[config.mk]
export PLATFORM = sky130hd
export DESIGN_NAME = if_id_pipe_flat
export DESIGN_NICKNAME = d
export VERILOG_FILES = /design/src/rtl/if_id_pipe_pkg.sv /design/src/rtl/if_id_pipe_if.sv /design/src/rtl/if_id_pipe_sat_cnt.sv /design/src/rtl/if_id_pipe.sv /design/src/flat_wrapper.sv
export SDC_FILE = /design/constraint.sdc
export NUM_CORES = 1
export LEC_CHECK = 0
export BUFFER_PORTS_ARGS = -buffer_cell sky130_fd_sc_hd__buf_2
export CAP_MARGIN = 20
export CORE_MARGIN = 1
export CORE_UTILIZATION = 33
export DETAILED_ROUTE_END_ITERATION = 16
export PLACE_DENSITY = 0.52
export SETUP_SLACK_MARGIN = 0.1
export SYNTH_ARGS = -nofsm -noshare
export SYNTH_HDL_FRONTEND = slang
export SYNTH_SLANG_ARGS = --single-unit
[constraint.sdc]
create_clock -name clk -period 6.71 [get_ports clk]
set_clock_uncertainty 0.2 [all_clocks]
set_input_delay 0.3355 -clock clk [delete_from_list [all_inputs] [get_ports clk]]
set_output_delay 0.3355 -clock clk [all_outputs]
set_load 0.01 [all_outputs]
[src/rtl/if_id_pipe_pkg.sv]
// Shared widths, the NOP encoding and the stage state type for the IF/ID pipeline register.
package if_id_pkg;

    localparam int          PC_W_DEF     = 32;
    localparam int          INST_W_DEF   = 32;
    localparam logic [31:0] NOP_INST_DEF = 32'h0000_0000;
    localparam int          CNT_W        = 32;

    typedef enum logic [1:0] {
        EMPTY = 2'd0,
        ONE   = 2'd1,
        TWO   = 2'd2
    } state_e;

endpackage

[src/rtl/if_id_pipe_if.sv]
// Fetch-to-decode handshake bundle; the stage is the slave, fetch/decode/hazard logic the master.
interface if_id_pipe_if #(
    parameter int PC_W   = 32,
    parameter int INST_W = 32
);
    logic              in_valid;
    logic              in_ready;
    logic [PC_W-1:0]   pc_plus_in;
    logic [INST_W-1:0] inst_in;
    logic              out_valid;
    logic              out_ready;
    logic [PC_W-1:0]   pc_plus_out;
    logic [INST_W-1:0] inst_out;
    logic              stall;
    logic              flush;

    modport slave (
        input  in_valid, pc_plus_in, inst_in, out_ready, stall, flush,
        output in_ready, out_valid, pc_plus_out, inst_out
    );

    modport master (
        output in_valid, pc_plus_in, inst_in, out_ready, stall, flush,
        input  in_ready, out_valid, pc_plus_out, inst_out
    );
endinterface

[src/rtl/if_id_pipe_sat_cnt.sv]
// Saturating up-counter (sat_cnt): holds at all-ones instead of wrapping; clear wins over inc.
module sat_cnt #(
    parameter int           W         = 32,
    parameter logic [W-1:0] RESET_VAL = '0
) (
    input  logic         clk,
    input  logic         rst,
    input  logic         clear,
    input  logic         inc,
    output logic [W-1:0] cnt
);

    always_ff @(posedge clk or posedge rst) begin
        if (rst) begin
            cnt <= RESET_VAL;
        end else if (clear) begin
            cnt <= '0;
        end else if (inc && (cnt != '1)) begin
            cnt <= cnt + W'(1);
        end
    end

endmodule

[src/rtl/if_id_pipe.sv]
// IF/ID pipeline register with a one-entry skid buffer, stall hold and flush squash.
// Optional perf counters are built when IF_ID_PIPE_PERF_CNT_EN is defined.
//
//  state | meaning
//  EMPTY | nothing held, inst_out = NOP, in_ready = 1
//  ONE   | main entry valid, skid empty, in_ready = 1
//  TWO   | main and skid valid, in_ready = 0
module if_id_pipe
    import if_id_pkg::*;
#(
    parameter int                PC_W     = PC_W_DEF,
    parameter int                INST_W   = INST_W_DEF,
    parameter logic [INST_W-1:0] NOP_INST = NOP_INST_DEF
) (
    input  logic             clk,
    input  logic             rst,
    if_id_pipe_if.slave      bus
`ifdef IF_ID_PIPE_PERF_CNT_EN
    ,
    output logic [CNT_W-1:0] stall_cnt,
    output logic [CNT_W-1:0] flush_cnt,
    output logic [CNT_W-1:0] bubble_cnt
`endif
);

    state_e            state;
    logic [PC_W-1:0]   main_pc;
    logic [INST_W-1:0] main_inst;
    logic [PC_W-1:0]   skid_pc;
    logic [INST_W-1:0] skid_inst;
    logic              in_ready_q;
    logic              main_valid;
    logic              acc_fire;
    logic              rel_fire;

    assign main_valid      = (state != EMPTY);
    assign bus.out_valid   = main_valid & ~bus.stall;
    assign bus.in_ready    = in_ready_q;
    assign bus.pc_plus_out = main_pc;
    assign bus.inst_out    = main_inst;

    assign acc_fire = bus.in_valid & in_ready_q & ~bus.flush;
    assign rel_fire = bus.out_valid & bus.out_ready;

    // main_inst is forced to NOP whenever the stage drains or is squashed,
    // so inst_out needs no output mux; pc_plus_out deliberately keeps its value.
    always_ff @(posedge clk or posedge rst) begin
        if (rst) begin
            state      <= EMPTY;
            main_pc    <= '0;
            main_inst  <= NOP_INST;
            skid_pc    <= '0;
            skid_inst  <= NOP_INST;
            in_ready_q <= 1'b1;
        end else if (bus.flush) begin
            state      <= EMPTY;
            main_inst  <= NOP_INST;
            in_ready_q <= 1'b1;
        end else begin
            case (state)
                EMPTY: begin
                    if (acc_fire) begin
                        main_pc   <= bus.pc_plus_in;
                        main_inst <= bus.inst_in;
                        state     <= ONE;
                    end
                end
                ONE: begin
                    if (acc_fire && rel_fire) begin
                        main_pc   <= bus.pc_plus_in;
                        main_inst <= bus.inst_in;
                    end else if (acc_fire) begin
                        skid_pc    <= bus.pc_plus_in;
                        skid_inst  <= bus.inst_in;
                        in_ready_q <= 1'b0;
                        state      <= TWO;
                    end else if (rel_fire) begin
                        main_inst <= NOP_INST;
                        state     <= EMPTY;
                    end
                end
                TWO: begin
                    if (rel_fire) begin
                        main_pc    <= skid_pc;
                        main_inst  <= skid_inst;
                        in_ready_q <= 1'b1;
                        state      <= ONE;
                    end
                end
                default: begin
                    main_inst  <= NOP_INST;
                    in_ready_q <= 1'b1;
                    state      <= EMPTY;
                end
            endcase
        end
    end

`ifdef IF_ID_PIPE_PERF_CNT_EN
    sat_cnt #(.W(CNT_W)) u_stall_cnt (
        .clk   (clk),
        .rst   (rst),
        .clear (1'b0),
        .inc   (bus.stall),
        .cnt   (stall_cnt)
    );

    sat_cnt #(.W(CNT_W)) u_flush_cnt (
        .clk   (clk),
        .rst   (rst),
        .clear (1'b0),
        .inc   (bus.flush),
        .cnt   (flush_cnt)
    );

    sat_cnt #(.W(CNT_W)) u_bubble_cnt (
        .clk   (clk),
        .rst   (rst),
        .clear (1'b0),
        .inc   (~bus.out_valid & bus.out_ready),
        .cnt   (bubble_cnt)
    );
`endif

endmodule

[src/flat_wrapper.sv]
// flat-port wrapper written by rule: the top's interface ports become plain ports
module if_id_pipe_flat import if_id_pkg::*;
#(
    parameter int                PC_W     = PC_W_DEF,
    parameter int                INST_W   = INST_W_DEF,
    parameter logic [INST_W-1:0] NOP_INST = NOP_INST_DEF
)
  (clk, rst, bus_in_valid, bus_pc_plus_in, bus_inst_in, bus_out_ready, bus_stall, bus_flush, bus_in_ready, bus_out_valid, bus_pc_plus_out, bus_inst_out);
  if_id_pipe_if #(.PC_W(PC_W), .INST_W(INST_W)) bus_i ();
  input  logic clk;
  input  logic rst;
  input wire logic [$bits(bus_i.in_valid)-1:0] bus_in_valid;
  input wire logic [$bits(bus_i.pc_plus_in)-1:0] bus_pc_plus_in;
  input wire logic [$bits(bus_i.inst_in)-1:0] bus_inst_in;
  input wire logic [$bits(bus_i.out_ready)-1:0] bus_out_ready;
  input wire logic [$bits(bus_i.stall)-1:0] bus_stall;
  input wire logic [$bits(bus_i.flush)-1:0] bus_flush;
  output wire logic [$bits(bus_i.in_ready)-1:0] bus_in_ready;
  output wire logic [$bits(bus_i.out_valid)-1:0] bus_out_valid;
  output wire logic [$bits(bus_i.pc_plus_out)-1:0] bus_pc_plus_out;
  output wire logic [$bits(bus_i.inst_out)-1:0] bus_inst_out;
  assign bus_i.in_valid = bus_in_valid;
  assign bus_i.pc_plus_in = bus_pc_plus_in;
  assign bus_i.inst_in = bus_inst_in;
  assign bus_i.out_ready = bus_out_ready;
  assign bus_i.stall = bus_stall;
  assign bus_i.flush = bus_flush;
  assign bus_in_ready = bus_i.in_ready;
  assign bus_out_valid = bus_i.out_valid;
  assign bus_pc_plus_out = bus_i.pc_plus_out;
  assign bus_inst_out = bus_i.inst_out;
  if_id_pipe #(.PC_W(PC_W), .INST_W(INST_W), .NOP_INST(NOP_INST)) u_core (.clk(clk), .rst(rst), .bus(bus_i));
endmodule
==> metrics.txt, run 1 <==
# TYPE chip_impl_metric gauge
chip_impl_info{name="cts_tree",value="built"} 1
chip_impl_metric{name="syn_inst",unit=""} 386
chip_impl_metric{name="average_wire_per_standard_cell",unit="microns"} 16.7
chip_impl_info{name="regToRegStartpoint",value="u_core.state[0]$_DFFE_PP0P_"} 1
chip_impl_metric{name="ys_warnings",unit=""} 0
chip_impl_metric{name="dpl.hpwl",unit="microns"} 8650
chip_impl_metric{name="fp.dieW",unit="microns"} 134
chip_impl_metric{name="syn_nets",unit=""} 456
chip_impl_info{name="hold_path_class",value="in2reg"} 1
chip_impl_metric{name="crit_arrival",unit="ns"} 3.02
chip_impl_metric{name="grt_usage",unit="%"} 16.3
chip_impl_info{name="grt_setup_unrepaired",value="no"} 1
chip_impl_metric{name="final_period_minus_worst_setup_slack",unit="ns"} 2.93
chip_impl_metric{name="vias",unit=""} 3948
chip_impl_metric{name="finalInstanceArea",unit="sq um"} 7860
chip_impl_metric{name="antenna_found_initial",unit=""} 0
chip_impl_metric{name="vias_per_cell",unit=""} 4.83
chip_impl_metric{name="drive_gt1_share",unit="%"} 42.5
chip_impl_metric{name="hold_depth",unit=""} 4
chip_impl_info{name="setup.worst_path.class",value="reg2reg"} 1
chip_impl_metric{name="setup.reg_to_reg.worst_slack",unit="ns"} 3.78
chip_impl_metric{name="pin_count_of_the_biggest_net_entering_global_routing",unit=""} 76
chip_impl_metric{name="synth_area_per_cell",unit="sq um"} 14.9
chip_impl_metric{name="ff2ff_path_depth",unit=""} 5
chip_impl_metric{name="synthesis.area",unit="sq um"} 5750
chip_impl_metric{name="clk_path_buf_depth",unit=""} 2
chip_impl_metric{name="later_pin_clock_latency_in_the_skew_report",unit="ns"} 0.41
chip_impl_metric{name="area_delta_synth_final",unit="%"} 36.7
chip_impl_metric{name="critPathRequiredTime",unit="ns"} 6.80
chip_impl_metric{name="cts_resized",unit=""} 0
chip_impl_info{name="r2r-end",value="u_core.bus.pc_plus_out[28]$_DFFE_PP0P_"} 1
chip_impl_metric{name="floorplan.die_area",unit="sq um"} 17900
chip_impl_metric{name="htreeDepth",unit=""} 4
chip_impl_metric{name="port_buffers",unit=""} 135
chip_impl_metric{name="power",unit="mW"} 2.92
chip_impl_metric{name="drt_iter0_drc",unit=""} 153
chip_impl_metric{name="finalNetCount",unit=""} 655
chip_impl_metric{name="post_synth_num_cell_types",unit=""} 32
chip_impl_metric{name="placement_rows",unit=""} 47
chip_impl_metric{name="timing_max_transition_violations_final",unit=""} 0
chip_impl_metric{name="final_weighted_congestion_in_routability_driven_placement",unit=""} 0.822
chip_impl_metric{name="floorplan.core_area",unit="sq um"} 16800
chip_impl_metric{name="clock_input_transition_at_the_sequential_cells_of_the_worst_setup_and_hold_paths",unit="ns"} 0.05
chip_impl_metric{name="count_of_filler_cells_inserted_in_the_layout",unit=""} 1536
chip_impl_metric{name="final_min_period_over_clock_period",unit="%"} 43.7
chip_impl_metric{name="setup_ws",unit="ns"} 3.78
chip_impl_metric{name="gr-total-overflow",unit=""} 0
chip_impl_metric{name="relative_slew_margins",unit="%"} 36.4
chip_impl_metric{name="ys_ff_latch",unit=""} 131
chip_impl_metric{name="post_dp_cell_area",unit="sq um"} 6610
chip_impl_metric{name="timing.critical_path.fanout_max",unit=""} 33
chip_impl_info{name="cts_root_buffer",value="clkbuf_16"} 1
chip_impl_info{name="run_status",value="finished clean"} 1
chip_impl_metric{name="grt_pass1_vias",unit=""} 4357
chip_impl_metric{name="floorplan.initialDensity",unit="%"} 34.2
chip_impl_metric{name="power_leakage",unit="nW"} 3.69
chip_impl_metric{name="finalSetupViolCount",unit=""} 0
chip_impl_metric{name="ant_nets",unit=""} 0
chip_impl_metric{name="power_density",unit="nW/um^2"} 372
chip_impl_info{name="critical_path_sink_type",value="flip-flop"} 1
chip_impl_metric{name="tritoncts.num_buffers",unit=""} 17
chip_impl_metric{name="synth-seq-area-share",unit="%"} 57.1
chip_impl_metric{name="numClockSinks",unit=""} 131
chip_impl_metric{name="drv_cap",unit=""} 0
chip_impl_metric{name="fin_tns_setup",unit="ns"} 0
chip_impl_metric{name="final_hold_viol_count",unit=""} 0
chip_impl_metric{name="dieHeight",unit="microns"} 134
chip_impl_metric{name="routed_wirelength",unit="microns"} 13700
chip_impl_metric{name="boundaryPins",unit=""} 136
chip_impl_metric{name="dr.pass1.iters",unit=""} 4
chip_impl_metric{name="max-vdd-ir-drop",unit="mV"} 0.178
chip_impl_info{name="critical_path_source_type",value="flip-flop"} 1
chip_impl_metric{name="place_worst_setup_slack",unit="ns"} 3.69
chip_impl_metric{name="final.hold.worst_slack",unit="ns"} 0.116
chip_impl_info{name="hold_path_startpoint",value="bus_in_valid"} 1
chip_impl_metric{name="worst_slew_pin_slew",unit="ns"} 0.954
chip_impl_metric{name="max_freq",unit="MHz"} 341
chip_impl_info{name="whs_endpoint",value="u_core.bus.in_ready$_DFFE_PP1P_"} 1
chip_impl_metric{name="post-route-drc-count",unit=""} 0
chip_impl_metric{name="insertedDiodeCount",unit=""} 0
chip_impl_metric{name="grt_pass1_wl",unit="microns"} 22400
==> what timing repair did <==
action                     in CTS  in global routing
hold buffers                   66                  0
buffers inserted                0                  0
hold endpoints to repair      121                  0
setup endpoints to repair       0                  0
==> per-stage QoR <==
stage,utilization (%),cells
global route,46.7,817
detailed placement,39.3,720
global placement,39.1,718
CTS,46.7,817
floorplan,-,386
finish,46.7,817
==> cells in the mapped netlist <==
| master | number | area share [%] |
|---|---|---|
| nor4_2 | 1 | 0.22 |
| mux2_1 | 53 | 10 |
| xor2_1 | 1 | 0.15 |
| nand2b_1 | 3 | 0.33 |
| dfrtp_1 | 130 | 57 |
| a21o_1 | 1 | 0.13 |
| buf_4 | 2 | 0.26 |
| nor2_1 | 5 | 0.33 |
| a21oi_1 | 2 | 0.17 |
| nor2_2 | 1 | 0.11 |
| mux2_4 | 28 | 7.3 |
| nand4bb_1 | 1 | 0.20 |
| a22oi_1 | 30 | 3.9 |
| mux2_2 | 47 | 9.2 |
| dfstp_2 | 1 | 0.46 |
| inv_1 | 2 | 0.13 |
| o2bb2ai_1 | 30 | 4.6 |
| buf_2 | 1 | 0.087 |
| a31oi_1 | 1 | 0.11 |
| and2_1 | 1 | 0.11 |
| and3_1 | 1 | 0.11 |
| buf_1 | 2 | 0.13 |
| nand2_1 | 4 | 0.26 |
| a22o_1 | 5 | 0.76 |
| o21ba_1 | 1 | 0.17 |
| and3b_1 | 1 | 0.15 |
| buf_6 | 10 | 2.0 |
| clkbuf_1 | 14 | 0.91 |
| o22ai_1 | 2 | 0.22 |
| or2_2 | 1 | 0.11 |
| a32oi_1 | 1 | 0.15 |
| o21ai_0 | 3 | 0.26 |
==> cells by family after synthesis <==
kind of cell              count (synthesis)  synth area share, %
DFF                                     131                 57.1
muxes                                   128                 26.9
AOI/OAI and AO/OA                        76                 10.5
buffers and inverters                    31                 3.48
and+or+nand+nor                          19                 1.92
xor gates and xnor gates                  1                0.152
==> layout by cell type, fill, tap and decap left out, types with 2 or more instances in the layout <==
| cell | instances |
|---|---|
| mux2_2 | 47 |
| clkbuf_1 | 5 |
| bufinv_16 | 2 |
| a22oi_1 | 30 |
| buf_4 | 6 |
| a22o_1 | 5 |
| o2bb2ai_1 | 30 |
| clkbuf_16 | 17 |
| dfrtp_1 | 130 |
| o21ai_0 | 3 |
| buf_2 | 135 |
| mux2_4 | 28 |
| nand2b_1 | 2 |
| clkinv_2 | 2 |
| nand2_1 | 4 |
| dlygate4sd3_1 | 66 |
| clkbuf_8 | 5 |
| mux2_1 | 53 |
| nor2_1 | 4 |
| nor2_2 | 2 |
==> cell type report <==
type,instances,area [sq um],area share [%]
multi-input combinational,224,2290,29.2
inverter,2,10.0,0.127
clock buffer,27,513,6.53
clock inverter,4,70.1,0.892
timing repair buffer,209,1420,18.0
sequential,131,3280,41.7
tap,220,275,3.50
==> worst max path at each step <==
stage | startpoint | end | slack, ns | cells past startpoint
after global routing | u_core.state[0]$_DFFE_PP0P_ | u_core.bus.pc_plus_out[30]$_DFFE_PP0P_ | 3.57 | 5
after detailed placement | u_core.state[0]$_DFFE_PP0P_ | u_core.bus.pc_plus_out[29]$_DFFE_PP0P_ | 3.69 | 5
after global placement | u_core.state[0]$_DFFE_PP0P_ | u_core.bus.pc_plus_out[29]$_DFFE_PP0P_ | 3.44 | 4
after floorplan | rst | u_core.bus.inst_out[0]$_DFFE_PP0P_ | 2.68 | 1
after CTS | u_core.state[0]$_DFFE_PP0P_ | u_core.bus.pc_plus_out[28]$_DFFE_PP0P_ | 3.68 | 5
final | u_core.state[0]$_DFFE_PP0P_ | u_core.bus.pc_plus_out[28]$_DFFE_PP0P_ | 3.78 | 5
==> state kept, by name, summed over array words and instances, names as in the netlist <==
name                    cells
u_core.bus.pc_plus_out     32
u_core.skid_inst           32
u_core.skid_pc             32
u_core.state                2
u_core.bus.inst_out        32
u_core.bus.in_ready         1
==> per-layer routing <==
metal | up-vias | global-route usage [%] | share of wire, %
met5 | - | 0 | 0
met4 | 0 | 6.94 | 1.9
met3 | 21 | 4.46 | 4.3
met2 | 92 | 27.3 | 50
met1 | 2003 | 19.6 | 44
li1 | 1832 | - | -
==> worst max-delay path: stages (launching register included) <==
cell      delay, ns
dfrtp_1        0.56
nand2b_2       0.78
o21ai_0        0.28
and3b_2        0.43
buf_12         0.24
mux2_1         0.32
==> where the power goes <==
part           switching (mW)  internal, mW
combinational           0.316         0.419
sequential              0.165          1.11
clock                   0.323         0.594
No activity file was read; power rests on OpenSTA's default activity.
==> run 2: changes to the inputs <==
==> constraint.sdc (replaced) <==
create_clock -name clk -period 3 [get_ports clk]
set_clock_uncertainty 0.2 [all_clocks]
set_input_delay 0.15 -clock clk [delete_from_list [all_inputs] [get_ports clk]]
set_output_delay 0.15 -clock clk [all_outputs]
set_load 0.01 [all_outputs]
==> run 2 against run 1 <==
  * Non-clock buffer count grew 2
  * Cell area rose by 1.4%
  * Register-to-register slack worse by 3.1 ns
  * Via count shrank 1.7%
  * Core utilization is 0.63 points higher
  * Combinational power is 120% higher
  * Sequential share of layout area shrank 0.56 points
  * Fmax is 28% higher
  * Critical path type unchanged
==> metrics.txt, run 2 (same netlist as run 1, synthesis figures left out) <==
# TYPE chip_impl_metric gauge
chip_impl_info{name="run_status",value="finished clean"} 1
chip_impl_metric{name="drt_iter0_drc",unit=""} 148
chip_impl_metric{name="cts_resized",unit=""} 0
chip_impl_metric{name="final_hold_viol_count",unit=""} 0
chip_impl_info{name="r2r-end",value="u_core.skid_pc[25]$_DFFE_PP0P_"} 1
chip_impl_info{name="startpoint",value="u_core.state[1]$_DFFE_PP0P_"} 1
chip_impl_metric{name="crit_arrival",unit="ns"} 2.38
chip_impl_info{name="cts_tree",value="built"} 1
chip_impl_metric{name="grt_pass1_vias",unit=""} 4194
chip_impl_info{name="most-common-layout-cells",value="buf_2, dfrtp_1, dlygate4sd3_1, mux2_1, mux2_2"} 1
chip_impl_metric{name="fin_tns_setup",unit="ns"} 0
chip_impl_metric{name="power_leakage",unit="nW"} 3.73
chip_impl_metric{name="clock_power_share",unit="%"} 32.8
chip_impl_metric{name="vias",unit=""} 3881
chip_impl_metric{name="finalSetupViolCount",unit=""} 0
chip_impl_metric{name="relative_slew_margins",unit="%"} 56.1
chip_impl_metric{name="max_freq",unit="MHz"} 437
chip_impl_metric{name="port_buffers",unit=""} 135
chip_impl_info{name="worst_path_dominant_cell_family",value="simple AND/OR/NAND/NOR gates"} 1
chip_impl_metric{name="finalInstanceArea",unit="sq um"} 7960
chip_impl_info{name="mostFrequentLayoutCell",value="buf_2"} 1
chip_impl_metric{name="numClockSinks",unit=""} 131
chip_impl_metric{name="final_min_period_over_clock_period",unit="%"} 76.3
chip_impl_metric{name="utilization",unit="%"} 47.3
chip_impl_metric{name="clk_path_buf_depth",unit=""} 2
chip_impl_metric{name="power.net_switching",unit="mW"} 1.80
chip_impl_metric{name="share_comb_of_total_power",unit="%"} 24.7
chip_impl_metric{name="floorplan.core_area",unit="sq um"} 16800
chip_impl_metric{name="drv_cap",unit=""} 0
chip_impl_metric{name="boundaryPins",unit=""} 136
chip_impl_metric{name="finalNetCount",unit=""} 657
chip_impl_info{name="setup.worst_path.class",value="reg2reg"} 1
chip_impl_metric{name="grt_pass1_wl",unit="microns"} 21600
chip_impl_metric{name="dpl.hpwl",unit="microns"} 8000
chip_impl_info{name="slowest_stage",value="dfrtp_1"} 1
chip_impl_metric{name="gr-total-overflow",unit=""} 0
chip_impl_metric{name="floorplan.initialDensity",unit="%"} 34.2
chip_impl_metric{name="placement_rows",unit=""} 47
chip_impl_metric{name="pin_count_of_the_biggest_net_entering_global_routing",unit=""} 82
chip_impl_metric{name="worst_slew_pin_slew",unit="ns"} 0.659
chip_impl_metric{name="grt_usage",unit="%"} 15.5
chip_impl_metric{name="insertedDiodeCount",unit=""} 0
chip_impl_metric{name="max_stage_delay",unit="ns"} 0.49
chip_impl_metric{name="critPathRequiredTime",unit="ns"} 3.10
chip_impl_metric{name="seq_power_share",unit="%"} 42.5
chip_impl_info{name="hold_path_class",value="in2reg"} 1
chip_impl_metric{name="final.hold.worst_slack",unit="ns"} 0.0997
chip_impl_metric{name="critical_path.n_buffers_inverters",unit=""} 1
chip_impl_metric{name="htreeDepth",unit=""} 4
chip_impl_metric{name="power",unit="mW"} 6.67
chip_impl_metric{name="dieHeight",unit="microns"} 134
chip_impl_metric{name="power_switching_share",unit="%"} 27.0
chip_impl_metric{name="setup.reg_to_reg.worst_slack",unit="ns"} 0.71
chip_impl_metric{name="count_of_filler_cells_inserted_in_the_layout",unit=""} 1482
chip_impl_info{name="hold_path_startpoint",value="bus_out_ready"} 1
chip_impl_metric{name="hold_depth",unit=""} 5
chip_impl_metric{name="ant_nets",unit=""} 0
chip_impl_metric{name="dr.pass1.iters",unit=""} 4
chip_impl_metric{name="later_pin_clock_latency_in_the_skew_report",unit="ns"} 0.42
chip_impl_info{name="cts_root_buffer",value="clkbuf_16"} 1
chip_impl_metric{name="timing.critical_path.fanout_max",unit=""} 65
chip_impl_metric{name="ff2ff_path_depth",unit=""} 5
chip_impl_metric{name="max-vdd-ir-drop",unit="mV"} 0.379
chip_impl_metric{name="antenna_found_initial",unit=""} 0
chip_impl_metric{name="final_weighted_congestion_in_routability_driven_placement",unit=""} 0.733
chip_impl_metric{name="fp.dieW",unit="microns"} 134
chip_impl_metric{name="final_period_minus_worst_setup_slack",unit="ns"} 2.29
chip_impl_metric{name="drive_gt1_share",unit="%"} 42.8
chip_impl_metric{name="timing_max_transition_violations_final",unit=""} 0
chip_impl_info{name="critical_path_source_type",value="flip-flop"} 1
chip_impl_metric{name="average_wire_per_standard_cell",unit="microns"} 15.7
chip_impl_metric{name="floorplan.die_area",unit="sq um"} 17900
chip_impl_info{name="grt_setup_unrepaired",value="no"} 1
chip_impl_info{name="regToRegStartpoint",value="u_core.state[1]$_DFFE_PP0P_"} 1
chip_impl_info{name="critical_path.cell_chain",value="nor2_2, nor2_1, nor4_4, buf_12, mux2_2"} 1
chip_impl_metric{name="clock_input_transition_at_the_sequential_cells_of_the_worst_setup_and_hold_paths",unit="ns"} 0.06
chip_impl_metric{name="post_dp_cell_area",unit="sq um"} 6640
chip_impl_metric{name="vias_per_cell",unit=""} 4.73
chip_impl_metric{name="area_delta_synth_final",unit="%"} 38.6
chip_impl_metric{name="power_density",unit="nW/um^2"} 837
chip_impl_metric{name="routed_wirelength",unit="microns"} 12900
chip_impl_info{name="whs_endpoint",value="u_core.state[0]$_DFFE_PP0P_"} 1
chip_impl_metric{name="p_int",unit="mW"} 4.86
chip_impl_metric{name="tritoncts.num_buffers",unit=""} 17
chip_impl_info{name="critical_path_sink_type",value="flip-flop"} 1
chip_impl_metric{name="post-route-drc-count",unit=""} 0
==> run 2: final cells by class <==
cell class                      instances  area [sq um]  share of cell area, %
Clock buffer                           23           468                   5.88
Clock inverter                          9           153                   1.92
Tap cell                              220           275                   3.46
Inverter                                2          11.3                  0.141
Timing Repair Buffer                  211          1480                   18.6
Sequential cell                       131          3280                   41.2
Multi-Input combinational cell        224          2290                   28.8
==> run 2: metrics by stage <==
step | setup slack, ns | std cells
2_1_floorplan | 0.953 | 386
4_1_cts | 0.710 | 819
6_report | 0.712 | 820
5_1_grt | 0.598 | 820
3_3_place_gp | 0.779 | 720
3_5_place_dp | 0.722 | 720
==> run 2: worst max-delay path by stage <==
stage	to	slack (ns)	depth (start not counted)
after global placement	u_core.skid_pc[27]$_DFFE_PP0P_	0.78	5
after global routing	u_core.skid_pc[21]$_DFFE_PP0P_	0.60	5
after floorplan	u_core.skid_inst[10]$_DFFE_PP0P_	0.95	7
after detailed placement	u_core.skid_pc[25]$_DFFE_PP0P_	0.72	5
after CTS	u_core.skid_inst[12]$_DFFE_PP0P_	0.71	5
final	u_core.skid_pc[25]$_DFFE_PP0P_	0.71	5
==> run 2: tightest hold or removal path, stage by stage <==
cell	delay (ns)
buf_2	0.11
nand2b_1	0.13
nor2_1	0.13
nand2_1	0.08
a21oi_1	0.06
==> run 2: power by group through the flow <==
stage / Sequential (mW) / Clock [mW] / Combinational [mW]
floorplan: 2.91 / 0 / 0.960
global placement: 2.83 / 0 / 1.56
detailed placement: 2.85 / 0 / 1.60
CTS: 2.83 / 2.24 / 1.67
global route: 2.93 / 2.33 / 1.81
finish: 2.83 / 2.19 / 1.65
==> run 2: what timing repair did <==
item                      in CTS  in global routing
hold buffers                  67                  0
hold endpoints to repair     261                  0
setup buffers                  0                  0
==> run 2: layer usage <==
metal  routed length [microns]  vias to the layer above  part of all wire (%)  track usage, %
met5                         0                        -                     0               0
met4                       161                        0                   1.3            5.87
met3                       470                       10                   3.7            4.12
met2                      6280                       76                    49            25.0
met1                      5960                     1954                    46            20.0
li1                          -                     1841                     -               -
==> run 3: changes to the inputs <==
--- a/config.mk
+++ b/config.mk
@@ -10,7 +10,7 @@
 export CORE_MARGIN = 1
 export CORE_UTILIZATION = 33
 export DETAILED_ROUTE_END_ITERATION = 16
-export PLACE_DENSITY = 0.52
+export PLACE_DENSITY = 0.54
 export SETUP_SLACK_MARGIN = 0.1
 export SYNTH_ARGS = -nofsm -noshare
 export SYNTH_HDL_FRONTEND = slang
==> constraint.sdc (replaced) <==
create_clock -name clk -period 1.95 [get_ports clk]
set_clock_uncertainty 0.2 [all_clocks]
set_input_delay 0.0975 -clock clk [delete_from_list [all_inputs] [get_ports clk]]
set_output_delay 0.0975 -clock clk [all_outputs]
set_load 0.01 [all_outputs]
==> run 3 against run 2 <==
  * The run now ends with setup timing left
  * Critical endpoint is now u_core.skid_pc[6]$_DFFE_PP0P_
  * Largest power group unchanged
  * First-iteration DRC count is 16% lower
  * Global-route usage is 1.5 points higher
  * Highest routed layer unchanged
  * Largest cell class unchanged
  * Critical path type unchanged
  * Clock power rose by 46%
  * Register-to-register slack worse by 0.79 ns
==> metrics.txt, run 3 (same netlist as run 1, synthesis figures left out) <==
# TYPE chip_impl_metric gauge
chip_impl_metric{name="drive_gt1_share",unit="%"} 54.1
chip_impl_info{name="cts_root_buffer",value="clkbuf_16"} 1
chip_impl_metric{name="timing.critical_path.fanout_max",unit=""} 7
chip_impl_metric{name="dp_cells",unit=""} 747
chip_impl_metric{name="finalSetupViolCount",unit=""} 87
chip_impl_info{name="critical_path.cell_chain",value="nor2_4, nor2_4, nor4_4, buf_6, clkbuf_16, mux2_1"} 1
chip_impl_metric{name="clk_path_buf_depth",unit=""} 2
chip_impl_info{name="startpoint",value="u_core.state[0]$_DFFE_PP0P_"} 1
chip_impl_metric{name="routed_wirelength",unit="microns"} 14900
chip_impl_metric{name="area_delta_synth_final",unit="%"} 52.0
chip_impl_metric{name="grt_usage",unit="%"} 17.0
chip_impl_metric{name="grt_pass1_wl",unit="microns"} 23800
chip_impl_metric{name="antenna_found_initial",unit=""} 1
chip_impl_metric{name="max_stage_delay",unit="ns"} 0.44
chip_impl_metric{name="dr.pass1.iters",unit=""} 4
chip_impl_metric{name="final_hold_viol_count",unit=""} 0
chip_impl_info{name="run_status",value="complete, but fails checks"} 1
chip_impl_metric{name="port_buffers",unit=""} 135
chip_impl_metric{name="clock_power_share",unit="%"} 29.4
chip_impl_metric{name="tritoncts.num_buffers",unit=""} 17
chip_impl_info{name="slowest_stage",value="dfrtp_2"} 1
chip_impl_metric{name="power_density",unit="nW/um^2"} 1250
chip_impl_metric{name="vias_per_cell",unit=""} 4.86
chip_impl_info{name="critical_path_source_type",value="flip-flop"} 1
chip_impl_metric{name="pin_count_of_the_biggest_net_entering_global_routing",unit=""} 57
chip_impl_metric{name="power_switching_share",unit="%"} 26.7
chip_impl_info{name="cell_seen_most_often_among_critical_path_stages",value="nor2_4"} 1
chip_impl_info{name="grt_setup_unrepaired",value="yes"} 1
chip_impl_info{name="most-common-layout-cells",value="buf_2, dfrtp_1, mux2_4, dlygate4sd3_1, mux2_2"} 1
chip_impl_metric{name="ant_nets",unit=""} 0
chip_impl_metric{name="gr-total-overflow",unit=""} 0
chip_impl_metric{name="relative_slew_margins",unit="%"} 60.8
chip_impl_metric{name="p_int",unit="mW"} 7.98
chip_impl_metric{name="critPathRequiredTime",unit="ns"} 2.04
chip_impl_info{name="hold_path_class",value="in2async"} 1
chip_impl_info{name="mostFrequentLayoutCell",value="buf_2"} 1
chip_impl_metric{name="clock_input_transition_at_the_sequential_cells_of_the_worst_setup_and_hold_paths",unit="ns"} 0.06
chip_impl_metric{name="crit_arrival",unit="ns"} 2.11
chip_impl_info{name="setup.worst_path.class",value="reg2reg"} 1
chip_impl_metric{name="dieHeight",unit="microns"} 134
chip_impl_metric{name="share_comb_of_total_power",unit="%"} 30.0
chip_impl_metric{name="final_weighted_congestion_in_routability_driven_placement",unit=""} 0.733
chip_impl_info{name="cts_tree",value="built"} 1
chip_impl_metric{name="seq_power_share",unit="%"} 40.6
chip_impl_metric{name="setup_ws",unit="ns"} -0.0735
chip_impl_metric{name="floorplan.initialDensity",unit="%"} 34.2
chip_impl_info{name="regToRegStartpoint",value="u_core.state[0]$_DFFE_PP0P_"} 1
chip_impl_metric{name="later_pin_clock_latency_in_the_skew_report",unit="ns"} 0.40
chip_impl_metric{name="final_non_filler_cells",unit=""} 857
chip_impl_metric{name="floorplan.die_area",unit="sq um"} 17900
chip_impl_metric{name="finalNetCount",unit=""} 695
chip_impl_metric{name="final_period_minus_worst_setup_slack",unit="ns"} 2.02
chip_impl_metric{name="dpl.hpwl",unit="microns"} 8960
chip_impl_metric{name="fp.dieW",unit="microns"} 134
chip_impl_info{name="failed_checks",value="setup timing"} 1
chip_impl_metric{name="final_min_period_over_clock_period",unit="%"} 104
chip_impl_metric{name="boundaryPins",unit=""} 136
chip_impl_metric{name="worst_slew_pin_slew",unit="ns"} 0.587
chip_impl_metric{name="floorplan.core_area",unit="sq um"} 16800
chip_impl_metric{name="power.net_switching",unit="mW"} 2.91
chip_impl_metric{name="timing_max_transition_violations_final",unit=""} 0
chip_impl_metric{name="average_wire_per_standard_cell",unit="microns"} 17.4
chip_impl_metric{name="drv_cap",unit=""} 0
chip_impl_info{name="critical_path_sink_type",value="flip-flop"} 1
chip_impl_metric{name="place_worst_setup_slack",unit="ns"} -0.113
chip_impl_metric{name="vias",unit=""} 4167
chip_impl_metric{name="placement_rows",unit=""} 47
chip_impl_metric{name="max_freq",unit="MHz"} 494
chip_impl_metric{name="power_leakage",unit="nW"} 4.13
chip_impl_metric{name="grt_pass1_vias",unit=""} 4503
chip_impl_metric{name="htreeDepth",unit=""} 4
chip_impl_metric{name="numClockSinks",unit=""} 131
chip_impl_metric{name="drt_iter0_drc",unit=""} 125
chip_impl_metric{name="post-route-drc-count",unit=""} 0
chip_impl_metric{name="max-vdd-ir-drop",unit="mV"} 0.636
[run 3: timing repair]
action	4_1_cts	5_1_grt
cloned	2	5
hold endpoints to repair	187	2
setup endpoints to repair	127	128
resized for setup	38	21
pin swaps	2	2
hold buffers	66	1
buffers inserted	3	2
[run 3: final timing paths]
kind                                                  endpoint  slack, ns  depth (start not counted)
hold reg to reg            u_core.bus.inst_out[21]$_DFFE_PP0P_       0.28                          1
setup reg to reg                 u_core.skid_pc[6]$_DFFE_PP0P_      -0.07                          6
min in group clk           u_core.bus.inst_out[21]$_DFFE_PP0P_       0.23                          5
max in group asynchronous   u_core.bus.inst_out[2]$_DFFE_PP0P_       0.76                          4
hold / removal                  u_core.skid_pc[11]$_DFFE_PP0P_       0.10                          3
setup / recovery                 u_core.skid_pc[6]$_DFFE_PP0P_      -0.07                          6
[run 3: stage by stage]
stage / total power, mW / cell area, sq um / TNS [ns] / hold WS, ns / util (%)
6_report: 10.9 / 8740 / -3.23 / 0.104 / 51.9
5_1_grt: 11.5 / 8740 / -7.96 / 0.135 / 51.9
4_1_cts: 10.8 / 8500 / -3.28 / -0.285 / 50.6
3_5_place_dp: 7.18 / 7030 / -6.08 / -0.00854 / 41.8
3_3_place_gp: 7.05 / 7030 / -4.16 / -0.0195 / 41.8
2_1_floorplan: 6.13 / 5870 / -1.93 / -0.0394 / -
[run 3: cell type report]
type	instances	area, sq um
Fill cell	1469	8080
Sequential cell	131	3280
Multi-Input combinational cell	224	2550
Timing Repair Buffer	249	2030
Clock buffer	25	485
Tap cell	220	275
Clock inverter	5	100
Inverter	2	11.3
Antenna cell	1	2.50
[run 3: critical path, delay by kind of cell (launching register included)]
kind	cells	cell delay (ns)
flip-flops	1	0.44
AND/OR/NAND/NOR	3	0.55
multiplexers	1	0.32
buffers and inverters	2	0.39
[run 3: power by group through the flow]
stage / clock, mW / combinational, mW / sequential [mW]
floorplan: 0 / 1.65 / 4.48
global placement: 0 / 2.68 / 4.37
detailed placement: 0 / 2.77 / 4.41
CTS: 3.29 / 3.12 / 4.40
global route: 3.42 / 3.53 / 4.56
finish: 3.20 / 3.26 / 4.42
[run 3: layer usage]
metal / vias up / share of wire [%] / track usage [%]
met4: 0 / 1.3 / 5.11
li1: 1920 / - / -
met3: 17 / 4.9 / 4.65
met2: 123 / 46 / 27.6
met1: 2107 / 47 / 22.1
met5: - / 0 / 0
